**src/rtl/uart_main_top.sv**
```systemverilog
// Full-duplex 8N1 UART endpoint: sends a W_OUT-bit word as NUM_WORDS frames (LSB byte first)
// and reassembles NUM_WORDS received frames into one word with a single-cycle m_valid strobe.
module uart_main_top #(
    parameter int CLOCKS_PER_PULSE = 16,
    parameter int W_OUT            = 16,
    parameter int BITS_PER_WORD    = 8
) (
    input  logic             clk,
    input  logic             rstn,
    input  logic             rx,
    input  logic             s_valid,
    input  logic [W_OUT-1:0] s_data,
    output logic             tx_ready,
    output logic             tx,
    output logic             m_valid,
    output logic [W_OUT-1:0] m_data
);
    localparam int NUM_WORDS = W_OUT / BITS_PER_WORD;
    localparam int CNT_W     = $clog2(CLOCKS_PER_PULSE);
    localparam int BIT_W     = $clog2(BITS_PER_WORD + 2);
    localparam int IDX_W     = (NUM_WORDS > 1) ? $clog2(NUM_WORDS) : 1;

    localparam logic [CNT_W-1:0] BIT_TC    = CNT_W'(CLOCKS_PER_PULSE - 1);
    localparam logic [CNT_W-1:0] HALF_TC   = CNT_W'(CLOCKS_PER_PULSE / 2 - 1);
    localparam logic [BIT_W-1:0] STOP_BIT  = BIT_W'(BITS_PER_WORD + 1);
    localparam logic [BIT_W-1:0] LAST_DATA = BIT_W'(BITS_PER_WORD - 1);
    localparam logic [IDX_W-1:0] LAST_IDX  = IDX_W'(NUM_WORDS - 1);

    // state    | meaning
    // TX_IDLE  | line high, ready for a word      TX_SEND  | shifting frames out
    // RX_IDLE  | waiting for falling edge         RX_START | confirming start at mid-bit
    // RX_DATA  | sampling data bits mid-bit       RX_STOP  | checking stop bit, storing byte
    typedef enum logic       {TX_IDLE, TX_SEND} tx_state_e;
    typedef enum logic [1:0] {RX_IDLE, RX_START, RX_DATA, RX_STOP} rx_state_e;

    tx_state_e        tx_state_q, tx_state_d;
    logic [CNT_W-1:0] tx_cnt_q, tx_cnt_d;
    logic [BIT_W-1:0] tx_bit_q, tx_bit_d;
    logic [IDX_W-1:0] tx_idx_q, tx_idx_d;
    logic [W_OUT-1:0] tx_shift_q, tx_shift_d;

    rx_state_e                rx_state_q, rx_state_d;
    logic                     rx_s1_q, rx_s2_q, rx_prev_q;
    logic [CNT_W-1:0]         rx_cnt_q, rx_cnt_d;
    logic [BIT_W-1:0]         rx_bit_q, rx_bit_d;
    logic [IDX_W-1:0]         rx_idx_q, rx_idx_d;
    logic [BITS_PER_WORD-1:0] rx_byte_q, rx_byte_d;
    logic [W_OUT-1:0]         rx_buf_q, rx_buf_d;
    logic [W_OUT-1:0]         m_data_q, m_data_d;
    logic                     m_valid_q, m_valid_d;
    logic [W_OUT-1:0]         rx_byte_ext;
    logic [W_OUT-1:0]         rx_buf_shifted;

    always_ff @(posedge clk or posedge rstn) begin
        if (rstn) begin
            tx_state_q <= TX_IDLE;
            tx_cnt_q   <= '0;
            tx_bit_q   <= '0;
            tx_idx_q   <= '0;
            tx_shift_q <= '0;
            rx_state_q <= RX_IDLE;
            rx_s1_q    <= 1'b1;
            rx_s2_q    <= 1'b1;
            rx_prev_q  <= 1'b1;
            rx_cnt_q   <= '0;
            rx_bit_q   <= '0;
            rx_idx_q   <= '0;
            rx_byte_q  <= '0;
            rx_buf_q   <= '0;
            m_data_q   <= '0;
            m_valid_q  <= 1'b0;
        end else begin
            tx_state_q <= tx_state_d;
            tx_cnt_q   <= tx_cnt_d;
            tx_bit_q   <= tx_bit_d;
            tx_idx_q   <= tx_idx_d;
            tx_shift_q <= tx_shift_d;
            rx_state_q <= rx_state_d;
            rx_s1_q    <= rx;
            rx_s2_q    <= rx_s1_q;
            rx_prev_q  <= rx_s2_q;
            rx_cnt_q   <= rx_cnt_d;
            rx_bit_q   <= rx_bit_d;
            rx_idx_q   <= rx_idx_d;
            rx_byte_q  <= rx_byte_d;
            rx_buf_q   <= rx_buf_d;
            m_data_q   <= m_data_d;
            m_valid_q  <= m_valid_d;
        end
    end

    // Data bits leave from bit 0; after a frame's data bits the next byte sits in the low bits.
    always_comb begin
        tx_state_d = tx_state_q;
        tx_cnt_d   = tx_cnt_q;
        tx_bit_d   = tx_bit_q;
        tx_idx_d   = tx_idx_q;
        tx_shift_d = tx_shift_q;
        tx         = 1'b1;
        tx_ready   = 1'b0;
        case (tx_state_q)
            TX_IDLE: begin
                tx_ready = 1'b1;
                if (s_valid) begin
                    tx_state_d = TX_SEND;
                    tx_cnt_d   = BIT_TC;
                    tx_bit_d   = '0;
                    tx_idx_d   = '0;
                    tx_shift_d = s_data;
                end
            end
            TX_SEND: begin
                if (tx_bit_q == '0)            tx = 1'b0;
                else if (tx_bit_q == STOP_BIT) tx = 1'b1;
                else                           tx = tx_shift_q[0];
                if (tx_cnt_q != '0) begin
                    tx_cnt_d = tx_cnt_q - CNT_W'(1);
                end else begin
                    tx_cnt_d = BIT_TC;
                    if (tx_bit_q == STOP_BIT) begin
                        tx_bit_d = '0;
                        if (tx_idx_q == LAST_IDX) tx_state_d = TX_IDLE;
                        else                      tx_idx_d   = tx_idx_q + IDX_W'(1);
                    end else begin
                        if (tx_bit_q != '0) tx_shift_d = tx_shift_q >> 1;
                        tx_bit_d = tx_bit_q + BIT_W'(1);
                    end
                end
            end
            default: tx_state_d = TX_IDLE;
        endcase
    end

    // Bytes enter the buffer from the top so frame 0 ends up in the low bits after NUM_WORDS frames.
    assign rx_byte_ext    = W_OUT'(rx_byte_q);
    assign rx_buf_shifted = (rx_buf_q >> BITS_PER_WORD) | (rx_byte_ext << (W_OUT - BITS_PER_WORD));

    always_comb begin
        rx_state_d = rx_state_q;
        rx_cnt_d   = rx_cnt_q;
        rx_bit_d   = rx_bit_q;
        rx_idx_d   = rx_idx_q;
        rx_byte_d  = rx_byte_q;
        rx_buf_d   = rx_buf_q;
        m_data_d   = m_data_q;
        m_valid_d  = 1'b0;
        case (rx_state_q)
            RX_IDLE: begin
                if (rx_prev_q && !rx_s2_q) begin
                    rx_state_d = RX_START;
                    rx_cnt_d   = HALF_TC;
                end
            end
            RX_START: begin
                if (rx_cnt_q != '0) begin
                    rx_cnt_d = rx_cnt_q - CNT_W'(1);
                end else if (!rx_s2_q) begin
                    rx_state_d = RX_DATA;
                    rx_cnt_d   = BIT_TC;
                    rx_bit_d   = '0;
                end else begin
                    rx_state_d = RX_IDLE;
                end
            end
            RX_DATA: begin
                if (rx_cnt_q != '0) begin
                    rx_cnt_d = rx_cnt_q - CNT_W'(1);
                end else begin
                    rx_cnt_d  = BIT_TC;
                    rx_byte_d = {rx_s2_q, rx_byte_q[BITS_PER_WORD-1:1]};
                    if (rx_bit_q == LAST_DATA) rx_state_d = RX_STOP;
                    else                       rx_bit_d   = rx_bit_q + BIT_W'(1);
                end
            end
            RX_STOP: begin
                if (rx_cnt_q != '0) begin
                    rx_cnt_d = rx_cnt_q - CNT_W'(1);
                end else begin
                    rx_state_d = RX_IDLE;
                    if (rx_s2_q) begin
                        rx_buf_d = rx_buf_shifted;
                        if (rx_idx_q == LAST_IDX) begin
                            m_data_d  = rx_buf_shifted;
                            m_valid_d = 1'b1;
                            rx_idx_d  = '0;
                        end else begin
                            rx_idx_d = rx_idx_q + IDX_W'(1);
                        end
                    end else begin
                        rx_idx_d = '0;
                    end
                end
            end
            default: rx_state_d = RX_IDLE;
        endcase
    end

    assign m_valid = m_valid_q;
    assign m_data  = m_data_q;

endmodule

```
**config.mk**
```make
export PLATFORM = sky130hd
export DESIGN_NAME = uart_main_top
export DESIGN_NICKNAME = d
export VERILOG_FILES = /design/src/rtl/uart_main_top.sv
export SDC_FILE = /design/constraint.sdc
export NUM_CORES = 1
export LEC_CHECK = 0
export ABC_AREA = 1
export BUFFER_PORTS_ARGS = -buffer_cell sky130_fd_sc_hd__buf_4
export CAP_MARGIN = 20
export CORE_MARGIN = 3
export CORE_UTILIZATION = 63
export CTS_CLUSTER_SIZE = 40
export DETAILED_ROUTE_END_ITERATION = 8
export PLACE_DENSITY_LB_ADDON = 0.3
export SLEW_MARGIN = 20
export SYNTH_ARGS = -nofsm -noshare
export SYNTH_HDL_FRONTEND = slang
export SYNTH_SLANG_ARGS = --single-unit
```
**constraint.sdc**
```tcl
create_clock -name clk -period 4.21 [get_ports clk]
set_input_delay 1.0525 -clock clk [delete_from_list [all_inputs] [get_ports clk]]
set_output_delay 1.0525 -clock clk [all_outputs]
set_load 0.01 [all_outputs]
```
======== Word level (Yosys, flattened, before mapping) ========
Cells that the tools add are included.
cells by class
  bitwise gates (word level) .............. 3
  equality and inequality tests ........... 19
  $add $sub $neg .......................... 6
  muxes and demuxes ....................... 50
  reduce and logical (&&, ||, !) cells .... 18
operators by type and width
  operator               count
  $mux W16               4
  $mux W4                14
  $pmux W16 S2           1
  $pmux W4 S2            3
  $ne A2 B2 Y1 const B   11
  $mux W1                18
  $or A8 B16 Y16         1
  $pmux W4 S4            1
  $mux W2                6
  $reduce_bool A4 Y1     3
  $reduce_and A5 Y1      2
  $reduce_and A3 Y1      3
  $add A4 B1 Y4 const B  2
  $pmux W2 S4            1
  $reduce_and A4 Y1      2
  $sub A4 B1 Y4 const B  2
  $reduce_and A2 Y1      3
  $eq A2 B2 Y1 const B   2
  $eq A4 B3 Y1 const B   1
  $eq A4 B4 Y1 const B   1
  $logic_not A4 Y1       1
  $ne A2 B1 Y1 const B   2
  $pmux W1 S2            2
  $ne A3 B3 Y1 const B   1
  7 further kinds        9
word-level totals
  bits in registers ....................... 81
  output and inout port bits .............. 19
  input port bits ......................... 20

======== Longest topological paths before layout ========
  depth after elaboration ................. 5
  mapped depth ............................ 10
  mapped depth without buffers ............ 9

======== Worst setup path before layout ========
OpenSTA, ideal clock, no wires.
  kind .................................... register -> output
  start point ............................. register tx_bit_q[1]
  end point ............................... output tx
  data arrival time ....................... 899 ps
  data required time ...................... 3158 ps
  cell stages (with the launch flop) ...... 6
  slack ................................... 2258 ps
  cell sequence ........................... dfrtp_1 > nor2_2 > nand3_2 > inv_1 > o21ai_0 > nand2_1
on the way
  longest elaborated chain between the ends .. 4
ends and longest elaborated chain
  element                 RTL line  source
  start, declared         38        logic [BIT_W-1:0] tx_bit_q, tx_bit_d;
  start signal, assigned  75        tx_bit_q <= tx_bit_d;
  $eq A4 B4 Y1            114       else if (tx_bit_q == STOP_BIT) tx = 1'b1;
  $mux W1                 114
  $mux W1 *               113       if (tx_bit_q == '0) tx = 1'b0;
  $mux W1 *               101       case (tx_state_q)
  end, declared           14        output logic tx,
Every way passes the cells marked *; elsewhere a longest branch is shown, timed or not.

======== Worst setup path in the final report ========
Same ends and word-level chain as after synthesis.

==> run_results.csv <==
group,metric,value,unit
critical_path,arrival,1.45,ns
floorplan,fp.dieH,80.9,µm
floorplan,core_area,5270,µm²
layout,stdcell_count,533,
drt,remaining_drc_errors,0,
floorplan,pin_count,39,
critical_path,critPathBufInv,2,
floorplan,placement_rows,26,
pwr,seq_power_share,43.6,%
pwr,peakVddDrop,0.352,mV
critical_path,worst_path_dominant_cell_family,"flip-flops",
cts,clock_sinks,73,
synth,synth_xor_xnor_area_share,0.496,%
drt,detail-route-antenna-nets,0,
critical_path,cpMaxStageDelayCell,"sky130_fd_sc_hd__dfrtp_1",
sta,max_freq,400,MHz
synth,synthesis.area,3530,µm²
cts,post_cts.repair.setup_buffers,0,
layout,fin_nets,485,
floorplan,initial_utilization,67.0,%
sta,final.setup.tns,0,ns
cts,cts_max_level,3,
sta,final-setup-viol-count,0,
placement,routabilityCongestion,0.855,
pwr,internal_power,0.00138,W
placement,placement.cell_area,3820,µm²
critical_path,critical_path.max_fanout,6,
critical_path,required,3.16,ns
layout,layout-drive-gt1-share,20.1,%
global_route,global_route.overflow_total,0,
pwr,p_sw,0.000804,W
synth,ys_seq_area_share,51.8,%
synth,synth.ff_latch_count,73,
layout,antennaDiodeCount,0,
run,drv_cap,0,
pwr,static-leakage-power,2.18,nW
sta,fin_worst_skew,0.0122,ns
critical_path,critical_path.cell_chain,"nor2_2, nand3_2, inv_1, o21ai_0, nand2_1, buf_4",
global_route,grt.total_usage,23.2,%
sta,timing.max_slew.rel_slack,54.5,%
drt,detailedRoute.firstPassIterationCount,4,
synth,synth_compound_gate_area_share,8.29,%
global_route,grt_pass1_vias,2658,
placement,dp_hpwl,4490,µm
synth,postSynthAreaPerCell,8.41,µm²
sta,hold_violations,0,
cts,tritoncts,"yes",
critical_path,category_of_the_worst_setup_path_launch_point,"flop",
sta,timing.final.crit_period,2.50,ns
critical_path,timing.reg2reg.setup_slack,2.36,ns
min_path,worst_hold_path_type,"flop to flop",
global_route,number_of_antenna_violations_at_the_first_check_in_global_routing,0,
global_route,grt_first_pass_wirelength,11700,µm
min_path,hold_crit_depth,0,
placement,dp.cells,517,
critical_path,worst_setup_path_end_kind,"output port",
synth,simple_gate_fraction_of_synth_area,29.5,%
cts,worst_setup_hold_path_clk_slew,0.07,ns
sta,report.final.slew_viol_count,0,
min_path,min_delay_worst_endpoint,"rx_s2_q$_DFF_PP1_",
cts,ctsLongestPathBuffers,2,
layout,fill_cells,386,
pwr,p_comb_share,30.1,%
cts,clock_latency,0.35,ns
critical_path,r2r.worst_path.cells,8,
critical_path,timing.rr.start,"rx_cnt_q[0]$_DFFE_PP0P_",
critical_path,crit_start,"tx_bit_q[1]$_DFFE_PP0P_",
synth,yosysWarnings,0,
synth,netlist-cell-type-count,31,
drt,avgViaCountPerCell,5.29,
sta,whs,0.361,ns
cts,cts_repair_resize_count,0,
run_status,status,"finished, final reports clean",
sta,grt_setup_unrepaired,"false",
global_route,grt_max_degree,57,
min_path,worst_hold_startpoint,"rx_s1_q$_DFF_PP1_",
cts,cts-hold-fix-buffers,0,
layout,layout.cell_area.non_filler,4030,µm²
synth,synth.net_count,447,
sta,final_period_utilization,59.4,%
placement,numPortBuffers,38,
layout,syn_to_final_growth,14.1,%
cts,numCtsBuffers,9,
critical_path,slowest_delay,0.44,ns
drt,num_vias,2817,
floorplan,floorplan.die_area,6540,µm²
synth,postSynthCellCount,420,
synth,synth_top_family_by_area,"simple AND/OR/NAND/NOR gates",
drt,postRouteWirelength,6670,µm
sta,worst_slew_pin_slew,0.683,ns
critical_path,critical_path.reg2reg.endpoint,"m_data[6]$_DFFE_PP0P_",
synth,synth-adder-area-share,2.48,%
pwr,sw_frac_of_total,36.8,%
pwr,pwr-share-clk,26.3,%
pwr,pwr_density_cell,542,nW/µm²
synth,synth.mux.area_fraction,0,%
cts,cts_root_buffer,"sky130_fd_sc_hd__clkbuf_8",
floorplan,die-width,80.9,µm
drt,routed_wire_length_per_instance,12.5,µm
critical_path,setup.worst_path.class,"flop to output port",
drt,drt_iter0_drc,229,
metal layers:
metal	global-route usage, %	part of all wire [%]	vias to the layer above
li1	-	-	1399
met4	11.8	1.9	0
met3	3.77	4.9	12
met2	38.2	49	68
met1	29.6	44	1338
met5	0	0	-
worst reg2reg max path, cell delays in order, from the launching register on:
cell                       delay (ns)
sky130_fd_sc_hd__dfrtp_1         0.38
sky130_fd_sc_hd__inv_1           0.11
sky130_fd_sc_hd__ha_1            0.23
sky130_fd_sc_hd__nand2_2         0.11
sky130_fd_sc_hd__nor2_8          0.20
sky130_fd_sc_hd__nand4_4         0.37
sky130_fd_sc_hd__clkinv_2        0.24
sky130_fd_sc_hd__nand2_1         0.08
sky130_fd_sc_hd__nand2_1         0.07
power groups by stage:
stage	Combinational, W	Clock (W)	Sequential, W
after floorplan	0.000532	0	0.000935
after global placement	0.000618	0	0.000955
after detailed placement	0.000650	0	0.000959
after CTS	0.000659	0.000585	0.000950
after global routing	0.000766	0.000620	0.000972
final	0.000656	0.000575	0.000952
synth_stat cells:
library cell	count	share of area (%)
sky130_fd_sc_hd__buf_6	5	1.6
sky130_fd_sc_hd__o21ai_2	17	4.2
sky130_fd_sc_hd__inv_2	2	0.21
sky130_fd_sc_hd__buf_2	5	0.71
sky130_fd_sc_hd__o21ai_0	22	3.1
sky130_fd_sc_hd__nand4_4	1	0.60
sky130_fd_sc_hd__dfstp_2	3	2.2
sky130_fd_sc_hd__xor2_1	1	0.25
sky130_fd_sc_hd__a22oi_1	1	0.21
sky130_fd_sc_hd__nand2_4	3	0.96
sky130_fd_sc_hd__xnor2_1	1	0.25
sky130_fd_sc_hd__nand2_1	172	18
sky130_fd_sc_hd__buf_4	3	0.64
sky130_fd_sc_hd__inv_4	1	0.18
sky130_fd_sc_hd__nand3_2	1	0.28
sky130_fd_sc_hd__nand3_1	32	4.5
sky130_fd_sc_hd__a31oi_1	1	0.18
sky130_fd_sc_hd__a21oi_1	3	0.42
sky130_fd_sc_hd__dfrtp_1	70	50
sky130_fd_sc_hd__inv_1	37	3.9
sky130_fd_sc_hd__nand2_2	3	0.53
sky130_fd_sc_hd__nand3_4	1	0.50
sky130_fd_sc_hd__nor2_2	1	0.18
sky130_fd_sc_hd__nand4_1	6	1.1
sky130_fd_sc_hd__or2_2	1	0.18
sky130_fd_sc_hd__ha_1	7	2.5
sky130_fd_sc_hd__clkinv_2	1	0.14
sky130_fd_sc_hd__nor2_8	1	0.57
sky130_fd_sc_hd__nor3_1	1	0.14
sky130_fd_sc_hd__nor2_1	16	1.7
sky130_fd_sc_hd__o21ai_1	1	0.14
metrics by stage:
stage	util [%]	worst slack, ns	power [W]
2_1_floorplan	-	1.31	0.00147
3_3_place_gp	72.4	2.09	0.00157
3_5_place_dp	72.4	2.07	0.00161
4_1_cts	76.5	1.71	0.00219
5_1_grt	76.5	1.59	0.00236
6_report	76.5	1.71	0.00218
final cells by class:
type                            instances  area, µm²  share of cell area, %
Sequential cell                        73       1830                   45.4
Multi-Input combinational cell        293       1440                   35.7
Timing Repair Buffer                   40        300                   7.45
Inverter                               41        158                   3.91
Clock buffer                           11        151                   3.76
Tap cell                               70       87.6                   2.17
Clock inverter                          5       62.6                   1.55
worst max path at each step:
stage	end	slack, ns	cells past startpoint
2_1_floorplan	asynchronous set/reset pin	1.31	1
3_5_place_dp	rx_cnt_q[0]$_DFFE_PP0P_	2.07	3
3_3_place_gp	m_data[0]$_DFFE_PP0P_	2.09	3
4_1_cts	tx	1.71	6
6_report	tx	1.71	6
5_1_grt	tx	1.59	6
cell families after synthesis:
kind of cell | count (synthesis)
and+or+nand+nor | 239
DFF | 73
buffers and inverters | 54
AOI/OAI and AO/OA | 45
adders and majority gates | 7
xor gates and xnor gates | 2
state kept, by name (all words and copies together) (netlist names), 4 cells and up, named ones only:
register,cells
tx_cnt_q,4
rx_buf_q,8
m_data,16
rx_cnt_q,4
tx_shift_q,16
rx_bit_q,4
tx_bit_q,4
rx_byte_q,8
cells in the final DEF (no fill, tap or decap), drive strengths merged:
master,count
nand2,178
dfrtp,70
inv,41
buf,40
o21ai,40
nand3,34
nor2,18
clkbuf,11
ha,7
nand4,7
a21oi,3
dfstp,3
clkinvlp,2
clkinv,2
or2,1
a22oi,1
a31oi,1
xor2,1
nor3,1
xnor2,1
bufinv,1
Note: power is estimated with default switching activity, not from simulation.
